File: config.mk
export PLATFORM = sky130hd
export DESIGN_NAME = cordic_quadrant_prerotate_flat
export DESIGN_NICKNAME = d
export VERILOG_FILES = /design/src/rtl/cordic_quadrant_prerotate_if.sv /design/src/rtl/cordic_quadrant_prerotate.sv /design/src/flat_wrapper.sv
export SDC_FILE = /design/constraint.sdc
export NUM_CORES = 1
export LEC_CHECK = 0
export BUFFER_PORTS_ARGS = -buffer_cell sky130_fd_sc_hd__buf_2
export CAP_MARGIN = 20
export CORE_UTILIZATION = 34
export DETAILED_ROUTE_END_ITERATION = 8
export PLACE_DENSITY_LB_ADDON = 0.15
export SYNTH_ARGS = -nofsm -noshare
export SYNTH_HDL_FRONTEND = slang
export SYNTH_SLANG_ARGS = --single-unit
File: constraint.sdc
create_clock -name clk -period 3.63 [get_ports clk]
set_clock_uncertainty 0.05 [all_clocks]
set_input_delay 0.1815 -clock clk [delete_from_list [all_inputs] [get_ports clk]]
set_output_delay 0.1815 -clock clk [all_outputs]
set_load 0.005 [all_outputs]
File: src/rtl/cordic_quadrant_prerotate_if.sv
// Sample bus of the CORDIC quadrant pre-rotation stage.
// The upstream source drives the inputs and the iteration chain consumes the outputs.
interface cordic_quadrant_prerotate_if #(
  parameter int N = 31,
  parameter int M = 31
);
  logic              in_valid;
  logic signed [N:0] x_in;
  logic signed [N:0] y_in;
  logic        [M:0] angle_in;

  logic              out_valid;
  logic signed [N:0] x_out;
  logic signed [N:0] y_out;
  logic        [M:0] angle_out;
  logic        [M:0] dec_seed_out;
  logic        [1:0] quad_out;
  logic              sat_out;

  modport master (
    output in_valid, x_in, y_in, angle_in,
    input  out_valid, x_out, y_out, angle_out, dec_seed_out, quad_out, sat_out
  );

  modport slave (
    input  in_valid, x_in, y_in, angle_in,
    output out_valid, x_out, y_out, angle_out, dec_seed_out, quad_out, sat_out
  );
endinterface

File: src/rtl/cordic_quadrant_prerotate.sv
// CORDIC front end: splits a binary angle into quadrant and first-quadrant residual,
// then rotates (x,y) by quadrant*90 deg with saturating negation. Two registered stages.
module cordic_quadrant_prerotate #(
  parameter int N = 31,
  parameter int M = 31
) (
  input  logic clk,
  input  logic rst_n,
  input  logic en,
  cordic_quadrant_prerotate_if.slave bus
);

  localparam logic signed [N:0] MIN_VAL = {1'b1, {N{1'b0}}};
  localparam logic signed [N:0] MAX_VAL = {1'b0, {N{1'b1}}};

  // Stage 1: captured sample split into quadrant and residual
  logic signed [N:0] x1_q, y1_q;
  logic        [1:0] q1_q;
  logic        [M:0] res1_q;
  logic              v1_q;

  // Stage 2: rotated sample presented downstream
  logic signed [N:0] x2_q, y2_q;
  logic signed [N:0] x2_d, y2_d;
  logic        [1:0] q2_q;
  logic        [M:0] res2_q;
  logic              sat2_q, sat2_d;
  logic              v2_q;

  // NOTE: state registers use non-blocking assignments so every flop samples pre-edge values.
  always_ff @(posedge clk or negedge rst_n) begin
    if (!rst_n) begin
      x1_q   <= '0;
      y1_q   <= '0;
      q1_q   <= '0;
      res1_q <= '0;
      v1_q   <= 1'b0;
    end else if (en) begin
      x1_q   <= bus.x_in;
      y1_q   <= bus.y_in;
      q1_q   <= bus.angle_in[M:M-1];
      res1_q <= {2'b00, bus.angle_in[M-2:0]};
      v1_q   <= bus.in_valid;
    end
  end

  logic signed [N:0] neg_x, neg_y;
  logic              x_is_min, y_is_min;

  // NOTE: every always_comb output is given a default first so no path infers a latch.
  always_comb begin
    x_is_min = (x1_q == MIN_VAL);
    y_is_min = (y1_q == MIN_VAL);
    // The most negative value has no positive twin; clamp it to the largest positive.
    neg_x    = x_is_min ? MAX_VAL : -x1_q;
    neg_y    = y_is_min ? MAX_VAL : -y1_q;
    x2_d     = x1_q;
    y2_d     = y1_q;
    sat2_d   = 1'b0;
    case (q1_q)
      2'd1: begin
        x2_d   = neg_y;
        y2_d   = x1_q;
        sat2_d = y_is_min;
      end
      2'd2: begin
        x2_d   = neg_x;
        y2_d   = neg_y;
        sat2_d = x_is_min | y_is_min;
      end
      2'd3: begin
        x2_d   = y1_q;
        y2_d   = neg_x;
        sat2_d = x_is_min;
      end
      default: ;
    endcase
  end

  always_ff @(posedge clk or negedge rst_n) begin
    if (!rst_n) begin
      x2_q   <= '0;
      y2_q   <= '0;
      q2_q   <= '0;
      res2_q <= '0;
      sat2_q <= 1'b0;
      v2_q   <= 1'b0;
    end else if (en) begin
      x2_q   <= x2_d;
      y2_q   <= y2_d;
      q2_q   <= q1_q;
      res2_q <= res1_q;
      sat2_q <= sat2_d;
      v2_q   <= v1_q;
    end
  end

  assign bus.out_valid    = v2_q;
  assign bus.x_out        = x2_q;
  assign bus.y_out        = y2_q;
  assign bus.angle_out    = res2_q;
  assign bus.dec_seed_out = '0;
  assign bus.quad_out     = q2_q;
  assign bus.sat_out      = sat2_q;

endmodule
File: src/flat_wrapper.sv
// flat-port wrapper written by rule: the top's interface ports become plain ports
module cordic_quadrant_prerotate_flat 
#(
  parameter int N = 31,
  parameter int M = 31
)
  (clk, rst_n, en, bus_in_valid, bus_x_in, bus_y_in, bus_angle_in, bus_out_valid, bus_x_out, bus_y_out, bus_angle_out, bus_dec_seed_out, bus_quad_out, bus_sat_out);
  cordic_quadrant_prerotate_if #(.N(N), .M(M)) bus_i ();
  input  logic clk;
  input  logic rst_n;
  input  logic en;
  input wire logic [$bits(bus_i.in_valid)-1:0] bus_in_valid;
  input wire logic [$bits(bus_i.x_in)-1:0] bus_x_in;
  input wire logic [$bits(bus_i.y_in)-1:0] bus_y_in;
  input wire logic [$bits(bus_i.angle_in)-1:0] bus_angle_in;
  output wire logic [$bits(bus_i.out_valid)-1:0] bus_out_valid;
  output wire logic [$bits(bus_i.x_out)-1:0] bus_x_out;
  output wire logic [$bits(bus_i.y_out)-1:0] bus_y_out;
  output wire logic [$bits(bus_i.angle_out)-1:0] bus_angle_out;
  output wire logic [$bits(bus_i.dec_seed_out)-1:0] bus_dec_seed_out;
  output wire logic [$bits(bus_i.quad_out)-1:0] bus_quad_out;
  output wire logic [$bits(bus_i.sat_out)-1:0] bus_sat_out;
  assign bus_i.in_valid = bus_in_valid;
  assign bus_i.x_in = bus_x_in;
  assign bus_i.y_in = bus_y_in;
  assign bus_i.angle_in = bus_angle_in;
  assign bus_out_valid = bus_i.out_valid;
  assign bus_x_out = bus_i.x_out;
  assign bus_y_out = bus_i.y_out;
  assign bus_angle_out = bus_i.angle_out;
  assign bus_dec_seed_out = bus_i.dec_seed_out;
  assign bus_quad_out = bus_i.quad_out;
  assign bus_sat_out = bus_i.sat_out;
  cordic_quadrant_prerotate #(.N(N), .M(M)) u_core (.clk(clk), .rst_n(rst_n), .en(en), .bus(bus_i));
endmodule
======== Word-level counts from Yosys, hierarchy flattened ========
Index checks and enable logic that the tools add are counted.
storage, ports and cells
  output and inout port bits .............. 132
  bits in read-only memories .............. 0
  register bits after elaboration ......... 195
  bits in latches ......................... 0
  word-level logic and storage cells ...... 24
  RAM bits ................................ 0
  memories kept ........................... 0
cells by class
  shifts and indexed selects .............. 0
  bitwise logic cells ..................... 1
  $lt $le $gt $ge ......................... 0
  eq/ne operators ......................... 5
  multiplexer cells ....................... 5
  $add $sub $neg .......................... 2
  divide/modulo/power cells ............... 0
  reduce and logical (&&, ||, !) cells .... 0
  multiply operators ...................... 0
operators with widths
  kind                    number
  $pmux W32 S3            2
  $eq A32 B32 Y1 const B  2
  $mux W32                2
  $neg A32 Y32            2
  $eq A2 B2 Y1 const B    2
  $pmux W1 S3             1
  $eq A2 B1 Y1 const B    1
  $or A1 B1 Y1            1

======== Longest topological paths before layout ========
Gate-level depths: netlist of run 1.
  depth in word-level cells ............... 3
  mapped depth ............................ 10
  depth with buffers taken out ............ 8

======== Worst setup path before layout of run 1 ========
Ideal clock, no wire load.
  path kind ............................... register to register
  from .................................... register u_core.y1_q[0]
  to ...................................... register u_core.x2_q[2] (netlist: u_core.bus.x_out[2])
  data arrival time ....................... 2399 ps
  buffers on the path ..................... 2
  setup slack ............................. 1094 ps
  clock period less this slack ............ 2536 ps
  data required time ...................... 3493 ps
  stages on the path, launching flop included .. 11
  cell sequence ........................... dfrtp_1 inv_1 ha_1 or3b_2 clkbuf_1 nor3_2 nand4_2 buf_2 a21oi_1 o31ai_1 a22oi_1
on the way
  cells in the longest elaborated chain, start to end .. 3
  elaborated cells between the ends (all ways) .. 4
  those cells by class .................... 1 x add/sub; 1 x eq/ne; 2 x mux
ends and longest elaborated chain
  item                                            line                                                              RTL
  from (decl)                                     cordic_quadrant_prerotate.sv:17                                   logic signed [N:0] x1_q, y1_q;
  from (signal assigned)                          cordic_quadrant_prerotate.sv:40                                   y1_q <= bus.y_in;
  $neg A32 Y32 or $eq A32 B32 Y1 (tied branches)  cordic_quadrant_prerotate.sv:56, cordic_quadrant_prerotate.sv:53
  $mux W32 *                                      cordic_quadrant_prerotate.sv:56                                   neg_y = y_is_min ? MAX_VAL : -y1_q;
  $pmux W32 S3 *                                  cordic_quadrant_prerotate.sv:60                                   case (q1_q)
  to (signal assigned)                            cordic_quadrant_prerotate.sv:82                                   x2_q <= '0;
  to (signal assigned)                            cordic_quadrant_prerotate.sv:89                                   x2_q <= x2_d;
  to (decl)                                       cordic_quadrant_prerotate.sv:23                                   logic signed [N:0] x2_q, y2_q;
Every way passes the cells marked *; elsewhere a longest branch is shown, timed or not.
A chain may end at the register's enable or synchronous reset.

======== Worst setup path after layout of run 1 ========
  from .................................... register u_core.x1_q[1]
  to ...................................... register u_core.x2_q[11] (netlist: u_core.bus.x_out[11])
on the way
  cells in the longest elaborated chain, start to end .. 3
  elaborated cells between the ends (all ways) .. 4
  those cells by class .................... 1 x add/sub; 1 x eq/ne; 2 x mux
ends and longest elaborated chain
  item                                            line                                                              RTL
  from (decl)                                     cordic_quadrant_prerotate.sv:17
  from (signal assigned)                          cordic_quadrant_prerotate.sv:39                                   x1_q <= bus.x_in;
  $neg A32 Y32 or $eq A32 B32 Y1 (tied branches)  cordic_quadrant_prerotate.sv:55, cordic_quadrant_prerotate.sv:52
  $mux W32 *                                      cordic_quadrant_prerotate.sv:55                                   neg_x = x_is_min ? MAX_VAL : -x1_q;
  $pmux W32 S3 *                                  cordic_quadrant_prerotate.sv:60
Marks and branches as above.

==> results of run 1 <==
worst min-delay path by stage:
stage | endpoint | start | cells past startpoint | slack [ns]
floorplan | u_core.bus.angle_out[0] | rst_n | 0 | -0.16
global placement | u_core.x1_q[19] | rst_n | 1 | 0.32
detailed placement | u_core.x1_q[19] | rst_n | 1 | 0.32
CTS | u_core.bus.x_out[11] | en | 2 | 0.08
global route | u_core.y1_q[26] | en | 3 | 0.11
finish | u_core.bus.x_out[11] | en | 2 | 0.1
cell type report:
class,count,area (sq um),area share
multi-input combinational,748,5350,0.392
sequential,195,4880,0.358
timing repair buffer,322,2220,0.163
tap,396,495,0.0363
clock buffer,20,457,0.0335
clock inverter,12,144,0.0106
inverter,24,90.1,0.00661
cell families after synthesis:
family,Yosys count,synth area share
multiplexers,146,0.150
flip-flops,195,0.451
AND/OR/NAND/NOR,272,0.139
AO/OA/AOI/OAI,254,0.159
other,1,0.000347
buffers and inverters,147,0.0655
adder cells (fa/ha/maj),2,0.00231
XOR/XNOR,40,0.0324
state kept, by name, summed over array words and instances, names as in the netlist, 2 cells and up:
| signal | cells |
|---|---|
| u_core.res1_q | 30 |
| u_core.x1_q | 32 |
| u_core.bus.angle_out | 30 |
| u_core.bus.quad_out | 2 |
| u_core.bus.y_out | 32 |
| u_core.q1_q | 2 |
| u_core.bus.x_out | 32 |
| u_core.y1_q | 32 |
cell usage after synthesis, types with 6 or more instances:
cell	number	area, sq um
sky130_fd_sc_hd__o211ai_1	6	45.0
sky130_fd_sc_hd__a31oi_1	16	100
sky130_fd_sc_hd__nor2_1	57	214
sky130_fd_sc_hd__dfrtp_1	195	4880
sky130_fd_sc_hd__nand2_1	66	248
sky130_fd_sc_hd__or4_1	12	90.1
sky130_fd_sc_hd__xor2_1	15	131
sky130_fd_sc_hd__o31ai_1	8	60.1
sky130_fd_sc_hd__xnor2_1	25	219
sky130_fd_sc_hd__nand3_1	29	145
sky130_fd_sc_hd__a21oi_1	41	205
sky130_fd_sc_hd__clkbuf_1	70	263
sky130_fd_sc_hd__buf_1	6	22.5
sky130_fd_sc_hd__nor3_1	22	110
sky130_fd_sc_hd__mux2_2	129	1450
sky130_fd_sc_hd__o22ai_1	22	138
sky130_fd_sc_hd__o2bb2ai_1	18	158
sky130_fd_sc_hd__nand4_1	8	50.1
sky130_fd_sc_hd__inv_1	22	82.6
sky130_fd_sc_hd__or3_1	12	75.1
sky130_fd_sc_hd__o21ai_0	58	290
sky130_fd_sc_hd__buf_4	34	255
sky130_fd_sc_hd__mux2i_1	17	170
sky130_fd_sc_hd__o221ai_1	40	350
sky130_fd_sc_hd__nor4_1	20	125
sky130_fd_sc_hd__buf_2	11	55.1
power by group through the flow:
stage	clock [uW]	sequential [uW]	combinational, uW
2_1_floorplan	0	2680	784
3_3_place_gp	0	2810	1220
3_5_place_dp	0	2820	1230
4_1_cts	2000	2780	1320
5_1_grt	2080	2820	1440
6_report	1950	2780	1310
repair_timing:
action,in CTS,in global routing
hold endpoints to repair,196,0
setup buffers,0,0
hold buffers,98,0
stage by stage:
| step | area [sq um] | power (uW) | setup slack (ns) | std cells | hold slack, ns |
|---|---|---|---|---|---|
| floorplan | 10900 | 3460 | 1.09 | 1090 | -0.164 |
| global placement | 12100 | 4040 | 0.242 | 1587 | 0.325 |
| detailed placement | 12100 | 4050 | 0.247 | 1587 | 0.318 |
| CTS | 13600 | 6090 | 0.222 | 1717 | 0.0789 |
| global route | 13600 | 6340 | 0.0191 | 1717 | 0.107 |
| finish | 13600 | 6040 | 0.112 | 1717 | 0.0958 |
metal layers:
metal	wire length (um)	up-vias
li1	-	4374
met1	17500	4691
met2	16100	447
met3	2910	48
met4	814	0
met5	0	-
critical path, cell delays in order (launching register included):
cell and delay (ns):
sky130_fd_sc_hd__dfrtp_1 0.42, sky130_fd_sc_hd__inv_1 0.10, sky130_fd_sc_hd__ha_1 0.23, sky130_fd_sc_hd__nor4b_1 0.73, sky130_fd_sc_hd__nand4_1 0.56, sky130_fd_sc_hd__nor4_2 0.50
sky130_fd_sc_hd__buf_4 0.28, sky130_fd_sc_hd__o21ai_0 0.14, sky130_fd_sc_hd__nor3b_1 0.20, sky130_fd_sc_hd__o32ai_1 0.21
==> reports/qor.txt, run 1 <==
======================================================================================
Largest net degree at the start of global routing                                  102
Hpwl dp                                                                        26.1 mm
Antenna Nets Post-Route                                                              0
Core Rows                                                                           64
Via count of the first global-routing pass                                        9484
Die outline area                                                           32500 sq um
Routed len/inst                                                                21.7 um
Met1 track demand over resource in global routing                                0.328
Layout Nets                                                                       1410
Iter 0 DRT Violations                                                              695
Sequential fraction of the synthesis area                                        0.451
Run status                                                                finished clean
R2R Path Start                                                            u_core.x1_q[1]
Switching part of the total power                                                0.321
All-Layer GR Usage                                                               0.232
Routed Wire Length                                                             37.3 mm
Drt drc                                                                              0
Setup violators final                                                                0
Area growth, synth to finish                                                     26.1%
Clk buf depth                                                                        2
Met2 track demand over resource                                                  0.346
Most frequent standard cell in the layout excluding fill and tap cells    sky130_fd_sc_hd__buf_2
Clock slew at the register clock pins of the worst setup and hold paths        0.09 ns
Count of fill cells added during filler insertion                                 3018
Max Cap Violations                                                                   0
Power Density                                                              443 nW/um^2
Clock network power share                                                        0.323
Fraction of synthesis flops using an asynchronous set or reset pin                1.00
Least-Margin Pin Slew                                                         0.888 ns
CTS-repair resized insts                                                             0
CTS tree                                                                         built
Worst reg-to-reg setup slack                                                   0.11 ns
H-tree level count                                                                   4
Path category of the worst min-delay check                                input pin to flip-flop
Element type at the critical path end                                        flip-flop
Cell area after technology mapping                                         10800 sq um
Count of buffers inserted at the top-level ports                                   197
Worst Setup EP                                                            u_core.bus.x_out[11]
Largest driver fanout on the critical path                                          10
Core Util, Final                                                                 0.441
Gp weighted congestion                                                           0.901
Clock buffer count from CTS                                                         17
Worst r2r dst                                                             u_core.bus.x_out[11]
Cell internal power dissipation                                                4110 uW
Number of top-level pins                                                           232
CORE AREA                                                                  30900 sq um
Count of final hold-check violations                                                 0
Worst IR Drop VDD                                                               322 uV
Number of diodes added for antenna fixing                                            0
Vert. Die Dim                                                                   180 um
Cell leakage power                                                          0.00571 uW
CP Launch Point                                                           u_core.x1_q[1]
Setup repair after global routing missed its margin                              false
Starting density of the core                                                     0.350
Clock sink count                                                                   195
Via count                                                                         9560
Total of flip-flops plus latches after synthesis                                   195
Number of warnings reported in the yosys synthesis log                               0
CP Class                                                                  flip-flop to flip-flop
Max frequency                                                                0.284 GHz
Fin crit share                                                                   0.969
Initial antenna violation count                                                      0
DIE WIDTH                                                                       180 um
Critical Path Source Type                                                    flip-flop
Grt met3 use                                                                    0.0600
Slew HR                                                                          0.406
Count of flip-flops with a built-in enable after synthesis                           0
Fin. max-slew vios                                                                   0
Cell at the root of the clock tree                                        sky130_fd_sc_hd__clkbuf_16
Fraction of layout instances using a drive strength above 1                      0.310
Sum of negative setup slack                                                       0 ns
DRT Pass-1 Iters                                                                     5
Commonest cells after routing, fill and taps aside                        sky130_fd_sc_hd__buf_2, sky130_fd_sc_hd__dfrtp_1, sky130_fd_sc_hd__mux2_2, sky130_fd_sc_hd__dlygate4sd3_1, sky130_fd_sc_hd__nand2_1
Final critical-path required period                                            3.52 ns
Top FF cell, synth                                                        sky130_fd_sc_hd__dfrtp_1
Syn_area_per_cell                                                           10.2 sq um
Synthesized netlist cell count                                                    1057
Peak-usage layer in the global routing report                                     met2
Leftover overflow at the end of global routing                                       0
Skew-Pair Late Insertion Delay                                                 0.46 ns
Net Sw Power                                                                   1940 uW
Worst Reg2Reg Path Length in Cells                                                   9
Arrival time worst endpoint                                                    3.84 ns
Distinct cells, synth                                                               67
Portion of total power attributed to sequential cells                            0.460
Global-route wire length before repair                                         58.2 mm
Logic pwr share                                                                  0.217
Avg Vias per Cell                                                                 5.57
Required time reported for the critical path endpoint                          3.95 ns
======================================================================================
Power figures use the tool's default switching activity.
==> run 2, diff against run 1 <==
--- a/config.mk
+++ b/config.mk
@@ -7,7 +7,7 @@
 export LEC_CHECK = 0
 export BUFFER_PORTS_ARGS = -buffer_cell sky130_fd_sc_hd__buf_2
 export CAP_MARGIN = 20
-export CORE_UTILIZATION = 34
+export CORE_UTILIZATION = 55
 export DETAILED_ROUTE_END_ITERATION = 8
 export PLACE_DENSITY_LB_ADDON = 0.15
 export SYNTH_ARGS = -nofsm -noshare
==> reports/qor.txt, run 2 (synthesis gave the netlist of run 1 again) <==
======================================================================================
CTS tree                                                                         built   unchanged
Area growth, synth to finish                                                     24.7%   was 26.1%
Fraction of layout instances using a drive strength above 1                      0.312   was 0.310
Worst IR Drop VDD                                                               303 uV   was 322 uV
Largest net degree at the start of global routing                                   86   was 102
CP Class                                                                  flip-flop to flip-flop   unchanged
CP peak stage delay                                                            0.60 ns   was 0.73 ns
Cell type group with the largest total delay on the critical path         simple AND/OR/NAND/NOR gates   unchanged
Global-route wire length before repair                                         55.2 mm   was 58.2 mm
Slew HR                                                                          0.366   was 0.406
Path category of the worst min-delay check                                input pin to flip-flop   unchanged
Final critical-path required period                                            3.17 ns   was 3.52 ns
Routed Wire Length                                                             35.5 mm   was 37.3 mm
Commonest cells after routing, fill and taps aside                        sky130_fd_sc_hd__buf_2, sky130_fd_sc_hd__dfrtp_1, sky130_fd_sc_hd__mux2_2, sky130_fd_sc_hd__dlygate4sd3_1, sky130_fd_sc_hd__nand2_1   unchanged
Required time reported for the critical path endpoint                          3.94 ns   was 3.95 ns
Critical path's slowest cell                                              sky130_fd_sc_hd__or3b_2   was sky130_fd_sc_hd__nor4b_1
H-tree level count                                                                   4   unchanged
Max Cap Violations                                                                   0   unchanged
Starting density of the core                                                     0.570   was 0.350
Clk buf depth                                                                        2   unchanged
Die outline area                                                           20200 sq um   was 32500 sq um
All-Layer GR Usage                                                               0.361   was 0.232
Via count                                                                         9786   was 9560
Series of cell instances along the critical path                          inv_1 > ha_1 > or3b_2 > nor3_2 > nand4_2 > nand2_1 > o221ai_1 > o2bb2ai_1   was inv_1 > ha_1 > nor4b_1 > nand4_1 > nor4_2 > buf_4 > o21ai_0 > nor3b_1 > o32ai_1
Leftover overflow at the end of global routing                                       0   unchanged
Count of fill cells added during filler insertion                                 1443   was 3018
Most frequent standard cell in the layout excluding fill and tap cells    sky130_fd_sc_hd__buf_2   unchanged
Least-Margin Pin Slew                                                         0.951 ns   was 0.888 ns
Power Density                                                              450 nW/um^2   was 443 nW/um^2
Setup repair after global routing missed its margin                              false   unchanged
Core Util, Final                                                                 0.711   was 0.441
Vert. Die Dim                                                                   142 um   was 180 um
Count of final hold-check violations                                                 0   unchanged
Fin crit share                                                                   0.872   was 0.969
Largest driver fanout on the critical path                                          10   unchanged
DRT Pass-1 Iters                                                                     5   unchanged
Cell at the root of the clock tree                                        sky130_fd_sc_hd__clkbuf_16   unchanged
Sum of negative setup slack                                                       0 ns   unchanged
Count of buffers inserted at the top-level ports                                   197   unchanged
Arrival time worst endpoint                                                    3.48 ns   was 3.84 ns
Setup violators final                                                                0   unchanged
Worst reg-to-reg setup slack                                                   0.46 ns   was 0.11 ns
Number of diodes added for antenna fixing                                            0   unchanged
Multi-input gate area                                                       5350 sq um   about the same
Avg Vias per Cell                                                                 6.18   was 5.57
Clock sink count                                                                   195   unchanged
Number of top-level pins                                                           232   unchanged
Initial antenna violation count                                                      0   unchanged
Core Rows                                                                           50   was 64
Element type at the critical path end                                        flip-flop   unchanged
Gp weighted congestion                                                           0.959   was 0.901
Routed len/inst                                                                22.4 um   was 21.7 um
Cell leakage power                                                          0.00572 uW   was 0.00571 uW
Antenna Nets Post-Route                                                              0   unchanged
Hpwl dp                                                                        23.3 mm   was 26.1 mm
FF+latch area                                                               4880 sq um   unchanged
Fin. max-slew vios                                                                   0   unchanged
Max frequency                                                                0.316 GHz   was 0.284 GHz
Layout Nets                                                                       1412   was 1410
Clock buffer count from CTS                                                         17   unchanged
Skew-Pair Late Insertion Delay                                                 0.45 ns   was 0.46 ns
Clock slew at the register clock pins of the worst setup and hold paths        0.08 ns   was 0.09 ns
CORE AREA                                                                  19000 sq um   was 30900 sq um
Via count of the first global-routing pass                                        9760   was 9484
Setup fix buffers added after clock tree synthesis                                   0   unchanged
Drt drc                                                                              0   unchanged
Iter 0 DRT Violations                                                              930   was 695
Buffers & Inverters on Critical Path                                                 1   was 2
DIE WIDTH                                                                       142 um   was 180 um
Critical Path Source Type                                                    flip-flop   unchanged
Run status                                                                finished clean   unchanged
======================================================================================
-- run 2: cell count changes in the layout (fill, tap and decap cells not counted), sizes merged --
cell | previous run | this run
inv | 26 | 30
clkbuf | 21 | 18
buf | 223 | 225
bufinv | 1 | 0
clkinv | 7 | 8
clkinvlp | 2 | 1
-- run 2: layer usage --
| layer | wire (um) | global-route usage | vias to the layer above |
|---|---|---|---|
| met4 | 853 | 0.131 | 0 |
| met3 | 3480 | 0.0882 | 65 |
| met5 | 0 | 0 | - |
| met1 | 14900 | 0.489 | 4799 |
| li1 | - | - | 4363 |
| met2 | 16200 | 0.563 | 559 |
-- run 2: final timing paths --
kind | cells after the start | from | to
setup / recovery | 8 | u_core.y1_q[1] | u_core.bus.y_out[22]
hold / removal | 2 | en | u_core.y1_q[1]
setup reg to reg | 8 | u_core.y1_q[1] | u_core.bus.y_out[22]
hold reg to reg | 1 | u_core.bus.quad_out[1] | u_core.bus.quad_out[1]
max in group asynchronous | 3 | rst_n | u_core.q1_q[0]
min in group asynchronous | 2 | rst_n | u_core.bus.x_out[23]
-- run 2: timing repair --
action                                 in CTS  in global routing
endpoints found under the hold margin     180                  0
hold buffers                               98                  0
setup endpoints to repair                   0                  1
gates resized for setup                     0                  1
-- run 2: power breakdown --
| group | total [uW] | leakage [uW] | switching, uW | internal [uW] |
|---|---|---|---|---|
| logic | 1340 | 0.00312 | 701 | 636 |
| registers | 2760 | 0.00230 | 303 | 2460 |
| clock network | 1970 | 0.000295 | 1020 | 945 |
| total | 6070 | 0.00572 | 2030 | 4040 |
-- run 2: worst register-to-register path, stage by stage (launching register included) --
cell and delay, ns:
sky130_fd_sc_hd__dfrtp_1 0.47, sky130_fd_sc_hd__inv_1 0.12, sky130_fd_sc_hd__ha_1 0.23, sky130_fd_sc_hd__or3b_2 0.60, sky130_fd_sc_hd__nor3_2 0.34, sky130_fd_sc_hd__nand4_2 0.37
sky130_fd_sc_hd__nand2_1 0.48, sky130_fd_sc_hd__o221ai_1 0.23, sky130_fd_sc_hd__o2bb2ai_1 0.20
-- run 2: area by class of cell --
type                            instances  area share
Timing Repair Buffer                  324       0.165
Sequential cell                       195       0.362
Tap cell                              260      0.0241
Clock inverter                         15      0.0136
Multi-Input combinational cell        748       0.397
Inverter                               24     0.00668
Clock buffer                           17      0.0316
-- run 2: through the flow --
| step | std cells | cell area (sq um) | hold WS (ns) | power [uW] | setup WS (ns) |
|---|---|---|---|---|---|
| finish | 1583 | 13500 | 0.0873 | 6070 | 0.463 |
| global route | 1583 | 13500 | 0.0938 | 6320 | 0.295 |
| CTS | 1583 | 13500 | 0.0783 | 6040 | 0.309 |
| detailed placement | 1453 | 11900 | 0.230 | 4000 | 0.409 |
| global placement | 1453 | 11900 | 0.231 | 3970 | 0.417 |
| floorplan | 1090 | 10900 | -0.164 | 3460 | 1.09 |
==> run 3, diff against run 2 <==
--- a/config.mk
+++ b/config.mk
@@ -10,6 +10,7 @@
 export CORE_UTILIZATION = 55
 export DETAILED_ROUTE_END_ITERATION = 8
 export PLACE_DENSITY_LB_ADDON = 0.15
+export SETUP_SLACK_MARGIN = 0.5
 export SYNTH_ARGS = -nofsm -noshare
 export SYNTH_HDL_FRONTEND = slang
 export SYNTH_SLANG_ARGS = --single-unit
==> reports/qor.txt, run 3 (synthesis gave the netlist of run 1 again) <==
======================================================================================
Via count of the first global-routing pass                                        9760   unchanged
Commonest cells after routing, fill and taps aside                        sky130_fd_sc_hd__buf_2, sky130_fd_sc_hd__dfrtp_1, sky130_fd_sc_hd__mux2_2, sky130_fd_sc_hd__dlygate4sd3_1, sky130_fd_sc_hd__nand2_1   unchanged
Global-route wire length before repair                                         55.2 mm   unchanged
Final critical-path setup slack                                               0.608 ns   was 0.463 ns
CORE AREA                                                                  19000 sq um   unchanged
Largest driver fanout on the critical path                                          10   unchanged
Multi-input gate area                                                       5360 sq um   was 5350 sq um
Core Rows                                                                           50   unchanged
Cell leakage power                                                          0.00574 uW   was 0.00572 uW
Hpwl dp                                                                        23.3 mm   unchanged
All-Layer GR Usage                                                               0.361   unchanged
Arrival time worst endpoint                                                    3.31 ns   was 3.48 ns
DIE WIDTH                                                                       142 um   unchanged
FF+latch area                                                               4880 sq um   unchanged
Fin. max-slew vios                                                                   0   unchanged
Worst reg-to-reg setup slack                                                   0.61 ns   was 0.46 ns
Leftover overflow at the end of global routing                                       0   unchanged
Post-placement setup slack                                                    0.409 ns   unchanged
Max frequency                                                                0.331 GHz   was 0.316 GHz
CP Class                                                                  flip-flop to flip-flop   unchanged
Initial antenna violation count                                                      0   unchanged
Power Density                                                              449 nW/um^2   was 450 nW/um^2
Avg Vias per Cell                                                                 6.19   was 6.18
Number of top-level pins                                                           232   unchanged
Element type at the critical path end                                        flip-flop   unchanged
Count of final hold-check violations                                                 0   unchanged
CTS tree                                                                         built   unchanged
Fin crit share                                                                   0.832   was 0.872
Least-Margin Pin Slew                                                         0.942 ns   was 0.951 ns
Antenna Nets Post-Route                                                              0   unchanged
Fraction of layout instances using a drive strength above 1                      0.314   was 0.312
Routed len/inst                                                                22.3 um   was 22.4 um
Drt drc                                                                              0   unchanged
Required time reported for the critical path endpoint                          3.92 ns   was 3.94 ns
Clk buf depth                                                                        2   unchanged
Starting density of the core                                                     0.570   unchanged
Gp weighted congestion                                                           0.959   unchanged
Clock buffer count from CTS                                                         17   unchanged
Via count                                                                         9816   was 9786
Number of diodes added for antenna fixing                                            0   unchanged
Run status                                                                finished clean   unchanged
Count of fill cells added during filler insertion                                 1442   was 1443
Skew-Pair Late Insertion Delay                                                 0.45 ns   about the same
Routed Wire Length                                                             35.4 mm   was 35.5 mm
Path category of the worst min-delay check                                input pin to flip-flop   unchanged
Setup repair after global routing missed its margin                              false   unchanged
Clock sink count                                                                   195   unchanged
Final critical-path required period                                            3.02 ns   was 3.17 ns
Largest net degree at the start of global routing                                   86   unchanged
Area growth, synth to finish                                                     25.0%   was 24.7%
H-tree level count                                                                   4   unchanged
Critical Path Source Type                                                    flip-flop   unchanged
Die outline area                                                           20200 sq um   unchanged
Total design power                                                             6070 uW   about the same
DRT Pass-1 Iters                                                                     5   unchanged
Cell at the root of the clock tree                                        sky130_fd_sc_hd__clkbuf_16   unchanged
Sum of negative setup slack                                                       0 ns   unchanged
Worst IR Drop VDD                                                               303 uV   about the same
Count of buffers inserted at the top-level ports                                   197   unchanged
Slew HR                                                                          0.372   was 0.366
Max Cap Violations                                                                   0   unchanged
Most frequent standard cell in the layout excluding fill and tap cells    sky130_fd_sc_hd__buf_2   unchanged
Setup violators final                                                                0   unchanged
Layout Nets                                                                       1415   was 1412
Clock slew at the register clock pins of the worst setup and hold paths        0.08 ns   about the same
Iter 0 DRT Violations                                                              882   was 930
Vert. Die Dim                                                                   142 um   unchanged
======================================================================================
run 3: changes by cell type in the layout (fill, tap and decap cells not counted):
cell,before,now
sky130_fd_sc_hd__nand2_2,1,2
sky130_fd_sc_hd__nand4_2,1,0
sky130_fd_sc_hd__buf_4,27,30
sky130_fd_sc_hd__nand4_4,0,1
sky130_fd_sc_hd__nand2_1,66,65
run 3: critical path: stages (launching register included):
cell	delay, ns
sky130_fd_sc_hd__dfrtp_1	0.46
sky130_fd_sc_hd__inv_1	0.12
sky130_fd_sc_hd__ha_1	0.23
sky130_fd_sc_hd__or3b_2	0.60
sky130_fd_sc_hd__nor3_2	0.37
sky130_fd_sc_hd__nand4_4	0.27
sky130_fd_sc_hd__nand2_2	0.37
sky130_fd_sc_hd__o31ai_1	0.16
sky130_fd_sc_hd__o32ai_1	0.27
run 3: what timing repair did:
action,4_1_cts,5_1_grt
hold buffers,98,0
pin swaps,0,1
resized for setup,1,2
endpoints found under the hold margin,180,0
buffers inserted,0,3
endpoints found under the setup margin,6,15
gates cloned,0,0
run 3: area by class of cell:
cell class / instances / area share
multi-input cells: 748 / 0.397
flip-flops and latches: 195 / 0.361
repair buffers: 327 / 0.166
clock buffers: 17 / 0.0315
well taps: 260 / 0.0241
clock inverters: 15 / 0.0136
inverters: 24 / 0.00666
run 3: where the power goes:
part           switching [uW]  internal, uW
clock                    1030           945
sequential                302          2460
combinational             700           636
run 3: routing by layer:
metal / track usage / wire length [um] / up-vias
li1: - / - / 4362
met1: 0.489 / 15000 / 4824
met2: 0.563 / 16200 / 562
met3: 0.0882 / 3360 / 68
met4: 0.131 / 877 / 0
met5: 0 / 0 / -
run 3: stage by stage:
| step | instances | hold slack, ns | cell area (sq um) | utilization |
|---|---|---|---|---|
| 6_report | 1586 | 0.0831 | 13500 | 0.713 |
| 5_1_grt | 1586 | 0.0938 | 13500 | 0.713 |
| 4_1_cts | 1583 | 0.0783 | 13500 | 0.711 |
| 3_5_place_dp | 1453 | 0.230 | 11900 | 0.627 |
| 3_3_place_gp | 1453 | 0.231 | 11900 | 0.627 |
| 2_1_floorplan | 1090 | -0.164 | 10900 | - |
run 3: final timing paths:
path	from	endpoint	cells after the start
min	en	u_core.y1_q[1]	2
max reg2reg	u_core.y1_q[1]	u_core.bus.x_out[11]	8
max in group asynchronous	rst_n	u_core.q1_q[0]	3
max	u_core.y1_q[1]	u_core.bus.x_out[11]	8
min reg2reg	u_core.bus.quad_out[1]	u_core.bus.quad_out[1]	1
min in group asynchronous	rst_n	u_core.bus.x_out[23]	2
